--- src/rtl/uart_pkg.sv ---
// Shared UART definitions: FSM state encoding, parity mode constants and the
// baud divisor helper. Imported by uart_tx_cfg and intended for a matching receiver.
package uart_pkg;

  typedef enum logic [2:0] {
    StIdle,
    StStart,
    StData,
    StParity,
    StStop
  } uart_state_e;

  localparam int unsigned PAR_NONE = 0;
  localparam int unsigned PAR_EVEN = 1;
  localparam int unsigned PAR_ODD  = 2;

  // Clock cycles per bit; integer division truncates.
  function automatic int unsigned baud_div(input int unsigned f, input int unsigned baud);
    return f / baud;
  endfunction

endpackage

--- src/rtl/uart_baud_gen.sv ---
// Bit-period timer: modulo-DIV counter with synchronous clear.
//  clk   in  system clock
//  rst   in  asynchronous active-low reset
//  en    in  count enable; counter holds while low
//  clr   in  synchronous clear to 0 (takes priority over en)
//  tick  out high during the last cycle of each DIV-cycle period
module uart_baud_gen #(
  parameter int unsigned DIV = 2
) (
  input  logic clk,
  input  logic rst,
  input  logic en,
  input  logic clr,
  output logic tick
);

  localparam int unsigned CntW = (DIV > 1) ? $clog2(DIV) : 1;
  localparam logic [CntW-1:0] CntMax = CntW'(DIV - 1);

  logic [CntW-1:0] cnt_q, cnt_d;

  always_comb begin
    cnt_d = cnt_q;
    if (clr) begin
      cnt_d = '0;
    end else if (en) begin
      cnt_d = (cnt_q == CntMax) ? '0 : cnt_q + CntW'(1);
    end
  end

  assign tick = en && !clr && (cnt_q == CntMax);

  always_ff @(posedge clk or negedge rst) begin
    if (!rst) begin
      cnt_q <= '0;
    end else begin
      cnt_q <= cnt_d;
    end
  end

endmodule

--- src/rtl/uart_tx_cfg.sv ---
// Configurable UART transmitter with valid/ready input handshake.
// Frame: start bit, DATA_BITS data bits LSB first, optional parity, 1 or 2 stop bits.
//  clk    in  system clock
//  rst    in  asynchronous active-low reset
//  data   in  word to send, sampled only on the handshake
//  valid  in  upstream has a word on data
//  ready  out transmitter can accept (idle)
//  tx     out serial line, idle high
//  busy   out frame in progress on the line
//  done   out one-cycle pulse in the final cycle of the last stop bit
module uart_tx_cfg
  import uart_pkg::*;
#(
  parameter int unsigned F         = 50000000,
  parameter int unsigned BAUD      = 9600,
  parameter int unsigned DATA_BITS = 8,
  parameter int unsigned PARITY    = 0,
  parameter int unsigned STOP_BITS = 1
) (
  input  logic                 clk,
  input  logic                 rst,
  input  logic [DATA_BITS-1:0] data,
  input  logic                 valid,
  output logic                 ready,
  output logic                 tx,
  output logic                 busy,
  output logic                 done
);

  localparam int unsigned DIV     = baud_div(F, BAUD);
  localparam int unsigned BitCntW = $clog2(DATA_BITS + 1);

  if (DATA_BITS < 5 || DATA_BITS > 9) begin : gen_bad_data_bits
    $error("uart_tx_cfg: DATA_BITS must be 5..9");
  end
  if (PARITY > 2) begin : gen_bad_parity
    $error("uart_tx_cfg: PARITY must be 0, 1 or 2");
  end
  if (STOP_BITS != 1 && STOP_BITS != 2) begin : gen_bad_stop_bits
    $error("uart_tx_cfg: STOP_BITS must be 1 or 2");
  end
  if (DIV < 2) begin : gen_bad_div
    $error("uart_tx_cfg: F/BAUD must be at least 2");
  end

  uart_state_e          state_q, state_d;
  logic [DATA_BITS-1:0] shift_q, shift_d;
  logic                 par_q, par_d;
  logic [BitCntW-1:0]   bit_cnt_q, bit_cnt_d;
  logic                 stop_cnt_q, stop_cnt_d;
  logic                 tx_q, tx_d;
  logic                 ready_q, ready_d;
  logic                 busy_q, busy_d;
  logic                 done_q, done_d;

  logic xfer;
  logic tick;
  logic baud_en;
  logic bits_last;
  logic stop_last;

  // ready_q is only ever high in idle, so this is the accept condition.
  assign xfer      = valid && ready_q;
  assign baud_en   = (state_q != StIdle);
  assign bits_last = (bit_cnt_q == BitCntW'(DATA_BITS - 1));
  assign stop_last = (STOP_BITS == 1) || stop_cnt_q;

  // Clearing on accept starts the start bit on a fresh full period; thereafter the
  // counter wraps at each tick, which is the bit boundary.
  uart_baud_gen #(
    .DIV (DIV)
  ) u_baud_gen (
    .clk  (clk),
    .rst  (rst),
    .en   (baud_en),
    .clr  (xfer),
    .tick (tick)
  );

  // State register.
  always_ff @(posedge clk or negedge rst) begin
    if (!rst) begin
      state_q <= StIdle;
    end else begin
      state_q <= state_d;
    end
  end

  // Next state and datapath next values.
  always_comb begin
    state_d    = state_q;
    shift_d    = shift_q;
    par_d      = par_q;
    bit_cnt_d  = bit_cnt_q;
    stop_cnt_d = stop_cnt_q;
    unique case (state_q)
      StIdle: begin
        if (xfer) begin
          state_d    = StStart;
          shift_d    = data;
          par_d      = (PARITY == PAR_ODD) ? ~^data : ^data;
          bit_cnt_d  = '0;
          stop_cnt_d = 1'b0;
        end
      end
      StStart: begin
        if (tick) state_d = StData;
      end
      StData: begin
        if (tick) begin
          shift_d = shift_q >> 1;
          if (bits_last) begin
            state_d = (PARITY != PAR_NONE) ? StParity : StStop;
          end else begin
            bit_cnt_d = bit_cnt_q + BitCntW'(1);
          end
        end
      end
      StParity: begin
        if (tick) state_d = StStop;
      end
      StStop: begin
        if (tick) begin
          if (stop_last) begin
            state_d = StIdle;
          end else begin
            stop_cnt_d = 1'b1;
          end
        end
      end
      default: state_d = StIdle;
    endcase
  end

  // Output next values. The line is driven from the current state through a flop, so
  // tx trails the state by one cycle and busy is aligned with tx rather than the FSM.
  always_comb begin
    tx_d = 1'b1;
    unique case (state_q)
      StStart:  tx_d = 1'b0;
      StData:   tx_d = shift_q[0];
      StParity: tx_d = par_q;
      default:  tx_d = 1'b1;
    endcase
    ready_d = (state_d == StIdle);
    busy_d  = (state_q != StIdle);
    done_d  = (state_q == StStop) && tick && stop_last;
  end

  always_ff @(posedge clk or negedge rst) begin
    if (!rst) begin
      shift_q    <= '0;
      par_q      <= 1'b0;
      bit_cnt_q  <= '0;
      stop_cnt_q <= 1'b0;
      tx_q       <= 1'b1;
      ready_q    <= 1'b1;
      busy_q     <= 1'b0;
      done_q     <= 1'b0;
    end else begin
      shift_q    <= shift_d;
      par_q      <= par_d;
      bit_cnt_q  <= bit_cnt_d;
      stop_cnt_q <= stop_cnt_d;
      tx_q       <= tx_d;
      ready_q    <= ready_d;
      busy_q     <= busy_d;
      done_q     <= done_d;
    end
  end

  assign tx    = tx_q;
  assign ready = ready_q;
  assign busy  = busy_q;
  assign done  = done_q;

endmodule

--- config.mk ---
export PLATFORM = sky130hd
export DESIGN_NAME = uart_tx_cfg
export DESIGN_NICKNAME = d
export VERILOG_FILES = /design/src/rtl/uart_pkg.sv /design/src/rtl/uart_baud_gen.sv /design/src/rtl/uart_tx_cfg.sv
export SDC_FILE = /design/constraint.sdc
export NUM_CORES = 1
export LEC_CHECK = 0
export CAP_MARGIN = 20
export CORE_ASPECT_RATIO = 0.6
export CORE_MARGIN = 1
export CORE_UTILIZATION = 41
export DETAILED_ROUTE_END_ITERATION = 7
export PLACE_DENSITY_LB_ADDON = 0.15
export SLEW_MARGIN = 25
export SYNTH_ARGS = -nofsm -noshare
export SYNTH_HDL_FRONTEND = slang
export SYNTH_SLANG_ARGS = --single-unit
--- constraint.sdc ---
create_clock -name clk -period 3.1 [get_ports clk]
set_input_delay 0.93 -clock clk [delete_from_list [all_inputs] [get_ports clk]]
set_output_delay 0.93 -clock clk [all_outputs]
set_load 0.005 [all_outputs]
---- After elaboration in Yosys (flattened, before gate mapping) ----
Index checks and enable logic that the tools add are counted.
Widths: inputs -> output; s select.
word-level totals
  bits of input ports ..................... 11
  logic and storage cells ................. 52
  register bits ........................... 33
  output and inout bits ................... 4
cells by class
  mux-type cells .......................... 18
  equality and inequality tests ........... 9
  add/subtract/negate cells ............... 2
  reduce and logical (&&, ||, !) cells .... 14
operators by type and width
  kind                   number
  $mux 13                3
  $mux 3                 6
  $mux 8                 2
  $pmux 8 s2             1
  $pmux 3 s5             1
  $add 13x1->13 const B  1
  $eq 13x13->1 const B   1
  $mux 4                 3
  $pmux 4 s2             1
  $reduce_xor 8->1       1
  $eq 3x2->1 const B     2
  $logic_not 3->1        2
  $add 4x1->4 const B    1
  $eq 4x3->1 const B     1
  $logic_and 1x1->1      4
  $ne 2x2->1 const B     2
  $reduce_and 4->1       1
  $reduce_bool 2->1      2
  $eq 3x1->1 const B     1
  $eq 3x3->1 const B     1
  $pmux 1 s3             1
  $reduce_and 3->1       1
  $reduce_bool 3->1      1
  $ne 2x1->1 const B     1
  2 further kinds        2

---- Longest topological paths before layout ----
Gate-level depths: netlist (run 1).
  depth in word-level cells ............... 7
  depth in mapped cells ................... 7
  gate-level depth less buffers ........... 5

---- By module ----
From an unflattened synthesis (run 1), not the netlist that was laid out.
unflattened totals
  cells, all modules ...................... 186
  area total of the unflattened synthesis .. 1834.3 µm²
by module, submodules not included
  module         seq. area each (µm²)  instances  cells an instance  area each (µm²)
  uart_tx_cfg    503.0                 1          103                1069.8
  uart_baud_gen  325.3                 1          83                 764.5

---- Worst setup path after synthesis (run 1) ----
Ideal clock, no wire load.
  path type ............................... input port to flip-flop
  from .................................... in valid
  to ...................................... reg state_q[0]
  setup slack ............................. 1.154 ns
  cell stages on the path ................. 4
  data required time ...................... 2.980 ns
  arrival ................................. 1.826 ns
  buffers on the path ..................... 1
  library setup time ...................... 0.120 ns
  path through ............................ a21oi_1 -> buf_2 -> nand2_1 -> a31o_2
on the way
  cells in the longest elaborated chain, start to end .. 6
  elaborated cells between the ends (all ways) .. 10
  classes of those cells .................. 6 x mux; 4 x reduce/logical
RTL lines
  element                           line                 text
  start, declared                   uart_tx_cfg.sv:23    input logic valid,
  $logic_and 1x1->1 (*)             uart_tx_cfg.sv:63    assign xfer = valid && ready_q;
  $logic_not 1->1                   uart_baud_gen.sv:31  assign tick = en && !clr && (cnt_q == CntMax);
  $logic_and 1x1->1 (2 in series)   uart_baud_gen.sv:31
  $mux 3, on equally long branches  n/a
  $pmux 3 s5 (*)                    uart_tx_cfg.sv:96    unique case (state_q)
  net state_d[0]                    uart_tx_cfg.sv:46    uart_state_e state_q, state_d;
  end signal, assigned              uart_tx_cfg.sv:83    state_q <= StIdle;
  end signal, assigned              uart_tx_cfg.sv:85    state_q <= state_d;
  end, declared                     uart_tx_cfg.sv:46
The timed path passes the listed nets; every way through them passes the cells marked *.
A chain may end at the register's enable or synchronous reset.

---- Worst setup path in the final report (run 1) ----
  from .................................... in valid
  to ...................................... reg bit_cnt_q[0]
on the way
  cells in the longest elaborated chain, start to end .. 6
  elaborated cells between the ends (all ways) .. 7
  classes of those cells .................. 2 x eq/ne; 5 x reduce/logical
RTL lines
  element                          line                 text
  $logic_and 1x1->1 (*)            uart_tx_cfg.sv:63
  $logic_not 1->1                  uart_baud_gen.sv:31
  $logic_and 1x1->1 (2 in series)  uart_baud_gen.sv:31
  $ne 2x2->1 (no line)             n/a
  $reduce_and 4->1 (no line) (*)   n/a
  end signal, assigned             uart_tx_cfg.sv:163   bit_cnt_q <= bit_cnt_d;
  end, declared                    uart_tx_cfg.sv:49    logic [BitCntW-1:0] bit_cnt_q, bit_cnt_d;
Every way passes the cells marked *; elsewhere a longest branch is shown, timed or not.

==> results.toml, run 1 <==
[logic_synthesis]
synth.most_common_cell = "dfrtp_1"
synthCells = 180
syn_area_per_cell_um2 = 10.1
yosys_warnings = 0
yosysUniqueCellTypes = 51
synth_flop_cell = "dfrtp_1"
ys_seq_area_share_pct = 45.5
synth_edf_count = 0
yosysTopAreaCell = "dfrtp_1"
async_flop_share_pct = 100
ys_ff_latch = 33
syn_nets = 193
synth_top_area_share_pct = 42.6
yosys-top-cells-area = "dfrtp_1 43%, o221a_2 4.3%, a31oi_1 4.1%, or3_1 3.8%, nand2_1 3.5%"
yosys-top-cells-count = "31 x dfrtp_1, 17 x nand2_1, 12 x a31oi_1"
synth_area_um2 = 1820

[critical_path]
cp_max_fo = 13
cp-start-kind = "input port"
cp_top_family = "simple AND/OR/NAND/NOR gates"
cp_num_buf_inv = 1
endpoint_kind = "flip-flop"
cp_slowest_stage_delay_ns = 0.50
crit_type = "input port to flip-flop"
crit_arrival_ns = 2.55
cp_slowest_cell = "nor4b_2"
cp_common_cell = "nand2_1"
crit_chain = "clkdlybuf4s50_1 > nand2_1 > nand2_1 > nor4b_2 > mux2i_1"
required_ns = 3.31

[power_and_ir_drop]
power.total_mw = 0.896
peakVddDrop_uv = 218
power_density_nw_per_um2 = 422
p_leak_nw = 0.880

[drt]
post-route-drc-count = 0
drtPass1Iterations = 4
drtAntennaViolNets = 0
drt_iter0_drc = 150
wl_um = 4230
drt-vias-per-instance = 5.82
wire_per_inst_um = 16.4
via_count = 1495

[grt]
grtUsageTotal_pct = 21.4
grt_pass1_vias = 1394
grt_antenna_before_repair = 0
grt.overflow.total = 0
grt_max_degree = 34
grt_pass1_wl_um = 7220

[clock_tree]
clock-sinks = 33
postCtsHoldBufs = 0
cts_setup_buffers = 0
clock_path_buffers = 2
cts.repair.resized = 0
htreeDepth = 2
cts_buffers = 5
tritoncts = "done"
clockRootBuffer = "clkbuf_8"
clk_latency_ns = 0.29
clk_pin_slew_worst_paths_ns = 0.07

[floorplanning]
dieHeight_um = 53.6
initial_core_util_pct = 43.5
row_count = 18
die-area_um2 = 4720
io_pins = 15
die_width_um = 88.0
core_area_um2 = 4190

[finish]
nets = 209
areaGrowthSynthToFinish_pct = 16.6
num_antenna_cells = 0
postLayoutCoreUtil_pct = 50.7
fill_cells = 385
fin_area_um2 = 2120
drive_gt1_share_pct = 16.8

[timing]
setup_violations = 0
worst_slew_pin_slew_ns = 0.589
rsz0062_at_grt = "false"
slew_headroom_pct = 60.6
fin_ws_ns = 0.768
final_max_slew_viol_count = 0
skew_ns = 0.00693
timing.final.crit_period_ns = 2.33
period_share_pct = 75.2
fmax_mhz = 429
setup_tns_ns = 0
finalHoldViolCount = 0

[placed_design]
port_buffers = 14
pre_cts_ws_ns = 0.453
dp_hpwl_um = 3030
gp_congestion = 0.891
place_area_um2 = 2010

[run_status]
outcome = "finished clean"

[job]
drv_cap = 0

[worst_hold_path]
hold_class = "flip-flop to flip-flop"
[worst reg2reg max path, delay by kind of cell (launching register included)]
family	cells	cell delay, ns
AOI/OAI and AO/OA	1	0.39
and+or+nand+nor	3	1.03
DFF	1	0.38
adders and majority gates	1	0.26
[sequential cells by signal, summed over array words and instances (netlist names)]
register          cells
par_q                 1
done                  1
tx                    1
busy                  1
shift_q               8
bit_cnt_q             4
u_baud_gen.cnt_q     13
ready                 1
state_q               3
[where the power goes]
part / internal [mW] / switching [mW] / total (mW)
sequential: 0.431 / 0 / 0.431
combinational: 0.0218 / 0.0184 / 0.0402
clock: 0.262 / 0.164 / 0.426
[per-stage QoR]
stage                     cells  hold slack, ns
after floorplan             180           0.444
after global placement      249           0.467
after detailed placement    249           0.481
after CTS                   257           0.498
after global routing        257           0.528
final                       257           0.494
[per-layer routing]
layer	track usage, %	routed length (um)	vias to the layer above
met3	5.52	183	5
met5	0	0	-
met1	32.7	2320	739
met4	9.95	49	0
li1	-	-	724
met2	27.5	1680	27
[worst paths after layout]
check	startpoint	to	slack, ns	cells past startpoint
max reg2reg	u_baud_gen.cnt_q[0]	bit_cnt_q[3]	0.92	5
min in group asynchronous	rst	par_q	1.05	2
min reg2reg	par_q	par_q	0.49	2
max	valid	bit_cnt_q[0]	0.77	5
max in group asynchronous	rst	ready	1.72	2
min	par_q	par_q	0.49	2
[cells in the final DEF, fill, tap and decap left out, drive strengths merged, types with 2 or more instances in the layout]
cell type      instances
nand3                 10
and3                   3
o21ai                  5
or4                    2
clkbuf                 7
ha                     2
mux2i                  2
dfrtp                 31
o31ai                  2
xnor2                  7
nand2                 17
nand4                  3
clkdlybuf4s50         14
nor3b                  2
a31oi                 12
a21oi                  6
o221a                  7
dfstp                  2
inv                    6
a22o                   2
nor3                   4
nor4b                  3
nor4                   4
nor2                  10
a31o                   3
or3                   11
buf                    3
[logic make-up after synthesis]
logic type	Yosys count	share of synthesized area (%)
AOI/OAI and AO/OA	45	18.8
xor gates and xnor gates	8	3.85
adders and majority gates	2	1.37
buffers and inverters	14	4.05
DFF	33	45.5
muxes	3	1.72
and+or+nand+nor	75	24.7
[final cells by class]
| cell class | instances | area (um^2) | share of cell area [%] |
|---|---|---|---|
| clock buffer | 7 | 86.3 | 4.07 |
| clock inverter | 1 | 30.0 | 1.41 |
| inverter | 6 | 22.5 | 1.06 |
| multi-input combinational | 133 | 918 | 43.3 |
| sequential | 33 | 828 | 39.0 |
| tap | 60 | 75.1 | 3.54 |
| timing repair buffer | 17 | 163 | 7.66 |
Note: power is estimated with default switching activity, not from simulation.
==> run 2, diff against run 1 <==
==> constraint.sdc (replaced) <==
create_clock -name clk -period 2.3 [get_ports clk]
set_input_delay 0.69 -clock clk [delete_from_list [all_inputs] [get_ports clk]]
set_output_delay 0.69 -clock clk [all_outputs]
set_load 0.005 [all_outputs]
==> run 2 against run 1 <==
Sequential cell count is the same. Combinational power grew 38%. Clock skew grew 0.00052 ns. Clock power grew 33%. Routed wire length grew 2.7%. Design area grew 2.8%. Critical path depth shrank 4. Sequential power grew 35%. Critical path type is now flip-flop to output port.
==> results.toml, run 2 (synthesis results as in run 1) <==
[run_status]
outcome = "finished clean"

[placed_design]
port_buffers = 14
gp_congestion = 0.899
pre_cts_ws_ns = -0.0168
dp.cells = 257
dp_hpwl_um = 3170

[drt]
drtAntennaViolNets = 0
via_count = 1526
drtPass1Iterations = 4
wire_per_inst_um = 16.4
drt_iter0_drc = 121
post-route-drc-count = 0
wl_um = 4340
drt-vias-per-instance = 5.76

[clock_tree]
tritoncts = "done"
clk_latency_ns = 0.28
cts_buffers = 5
clock-sinks = 33
postCtsHoldBufs = 0
cts.repair.resized = 0
htreeDepth = 2
clk_pin_slew_worst_paths_ns = 0.07
clock_path_buffers = 2
cts_setup_buffers = 0
clockRootBuffer = "clkbuf_8"

[timing]
setup_violations = 0
timing.final.crit_period_ns = 2.08
fmax_mhz = 480
period_share_pct = 90.6
slew_headroom_pct = 67.0
worst_slew_pin_slew_ns = 0.492
setup_tns_ns = 0
rsz0062_at_grt = "false"
finalHoldViolCount = 0
fin_ws_ns = 0.216
skew_ns = 0.00745
final_max_slew_viol_count = 0

[floorplanning]
row_count = 18
core_area_um2 = 4190
die-area_um2 = 4720
die_width_um = 88.0
io_pins = 15
dieHeight_um = 53.6
initial_core_util_pct = 43.5

[grt]
met1_usage_pct = 33.1
use_met2_pct = 28.0
grt_pass1_vias = 1428
grtUsageTotal_pct = 21.4
grt_max_degree = 34
grt.overflow.total = 0
grt_pass1_wl_um = 7290
grt_busiest_layer = "met1"
use_met3_pct = 6.60
grt_antenna_before_repair = 0

[finish]
reg.largest.list = "u_baud_gen.cnt_q (13), shift_q (8), bit_cnt_q (4)"
postLayoutCoreUtil_pct = 52.1
fill_cells = 396
instances_no_fill = 265
drive_gt1_share_pct = 20.0
multiInputGateArea_um2 = 918
num_antenna_cells = 0
nets = 217
final_common_cell = "dfrtp_1"
regArea_um2 = 828
largest_register_ffs = 13
top_register = "u_baud_gen.cnt_q"
areaGrowthSynthToFinish_pct = 19.9
mostFrequentLayoutCells = "31 x dfrtp_1, 17 x nand2_1, 14 x clkdlybuf4s50_1"

[critical_path]
crit_type = "flip-flop to output port"
endpoint_kind = "output port"
cp_top_family = "flip-flops"
reg2reg_depth = 6
reg2reg_slack_ns = 0.38
crit_arrival_ns = 1.39
cp_slowest_stage_delay_ns = 0.59
cp_max_fo = 6
r2r_end = "state_q[1]"
cp_num_buf_inv = 1
crit_chain = "clkdlybuf4s50_1"
cp-start-kind = "flip-flop"
required_ns = 1.61
r2r_start = "u_baud_gen.cnt_q[0]"
cp_slowest_cell = "dfstp_2"

[job]
drv_cap = 0

[worst_hold_path]
hp-start = "par_q"
min_to = "par_q"
hold_class = "flip-flop to flip-flop"
hold_depth = 2

[power_and_ir_drop]
power_density_nw_per_um2 = 550
p_leak_nw = 0.921
peakVddDrop_uv = 302
-- run 2: cell types whose count changed in the layout (fill, tap and decap cells not counted), sizes merged --
cell  change
buf       +8
-- run 2: routing by layer --
layer | routed length, um | vias to the layer above | part of all wire (%)
met2 | 1690 | 53 | 39
met4 | 51 | 0 | 1.2
met5 | 0 | - | 0
met3 | 374 | 7 | 8.6
met1 | 2220 | 726 | 51
li1 | - | 740 | -
-- run 2: where the power goes --
group | switching, mW | internal (mW) | total (mW)
registers | 0 | 0.580 | 0.580
logic | 0.0249 | 0.0304 | 0.0553
clock network | 0.213 | 0.353 | 0.566
-- run 2: per-stage QoR --
step	power [mW]	cell area, um^2	hold WS [ns]
after floorplan	0.611	1820	0.394
after global placement	0.647	2070	0.466
after detailed placement	0.647	2070	0.475
after CTS	1.21	2180	0.493
after global routing	1.25	2180	0.541
final	1.20	2180	0.494
-- run 2: cell type report --
class	count	share of cell area [%]
multi-input cells	133	42.1
flip-flops and latches	33	37.9
repair buffers	25	10.2
clock buffers	7	3.95
well taps	60	3.44
clock inverters	1	1.38
inverters	6	1.03
-- run 2: worst max path at each step --
stage,startpoint,end,slack (ns),cells after the start
after floorplan,u_baud_gen.cnt_q[0],u_baud_gen.cnt_q[8],0.51,7
after global placement,valid,bit_cnt_q[2],0.08,5
after detailed placement,valid,bit_cnt_q[1],-0.02,5
after CTS,ready,ready,0.22,1
after global routing,ready,ready,0.16,1
final,ready,ready,0.22,1
==> run 3, diff against run 2 <==
--- a/config.mk
+++ b/config.mk
@@ -7,7 +7,6 @@
 export LEC_CHECK = 0
 export CAP_MARGIN = 20
 export CORE_ASPECT_RATIO = 0.6
-export CORE_MARGIN = 1
 export CORE_UTILIZATION = 41
 export DETAILED_ROUTE_END_ITERATION = 7
 export PLACE_DENSITY_LB_ADDON = 0.15
==> results of run 3 <==
Final layout, timing and power as in run 2 (identical DEF).
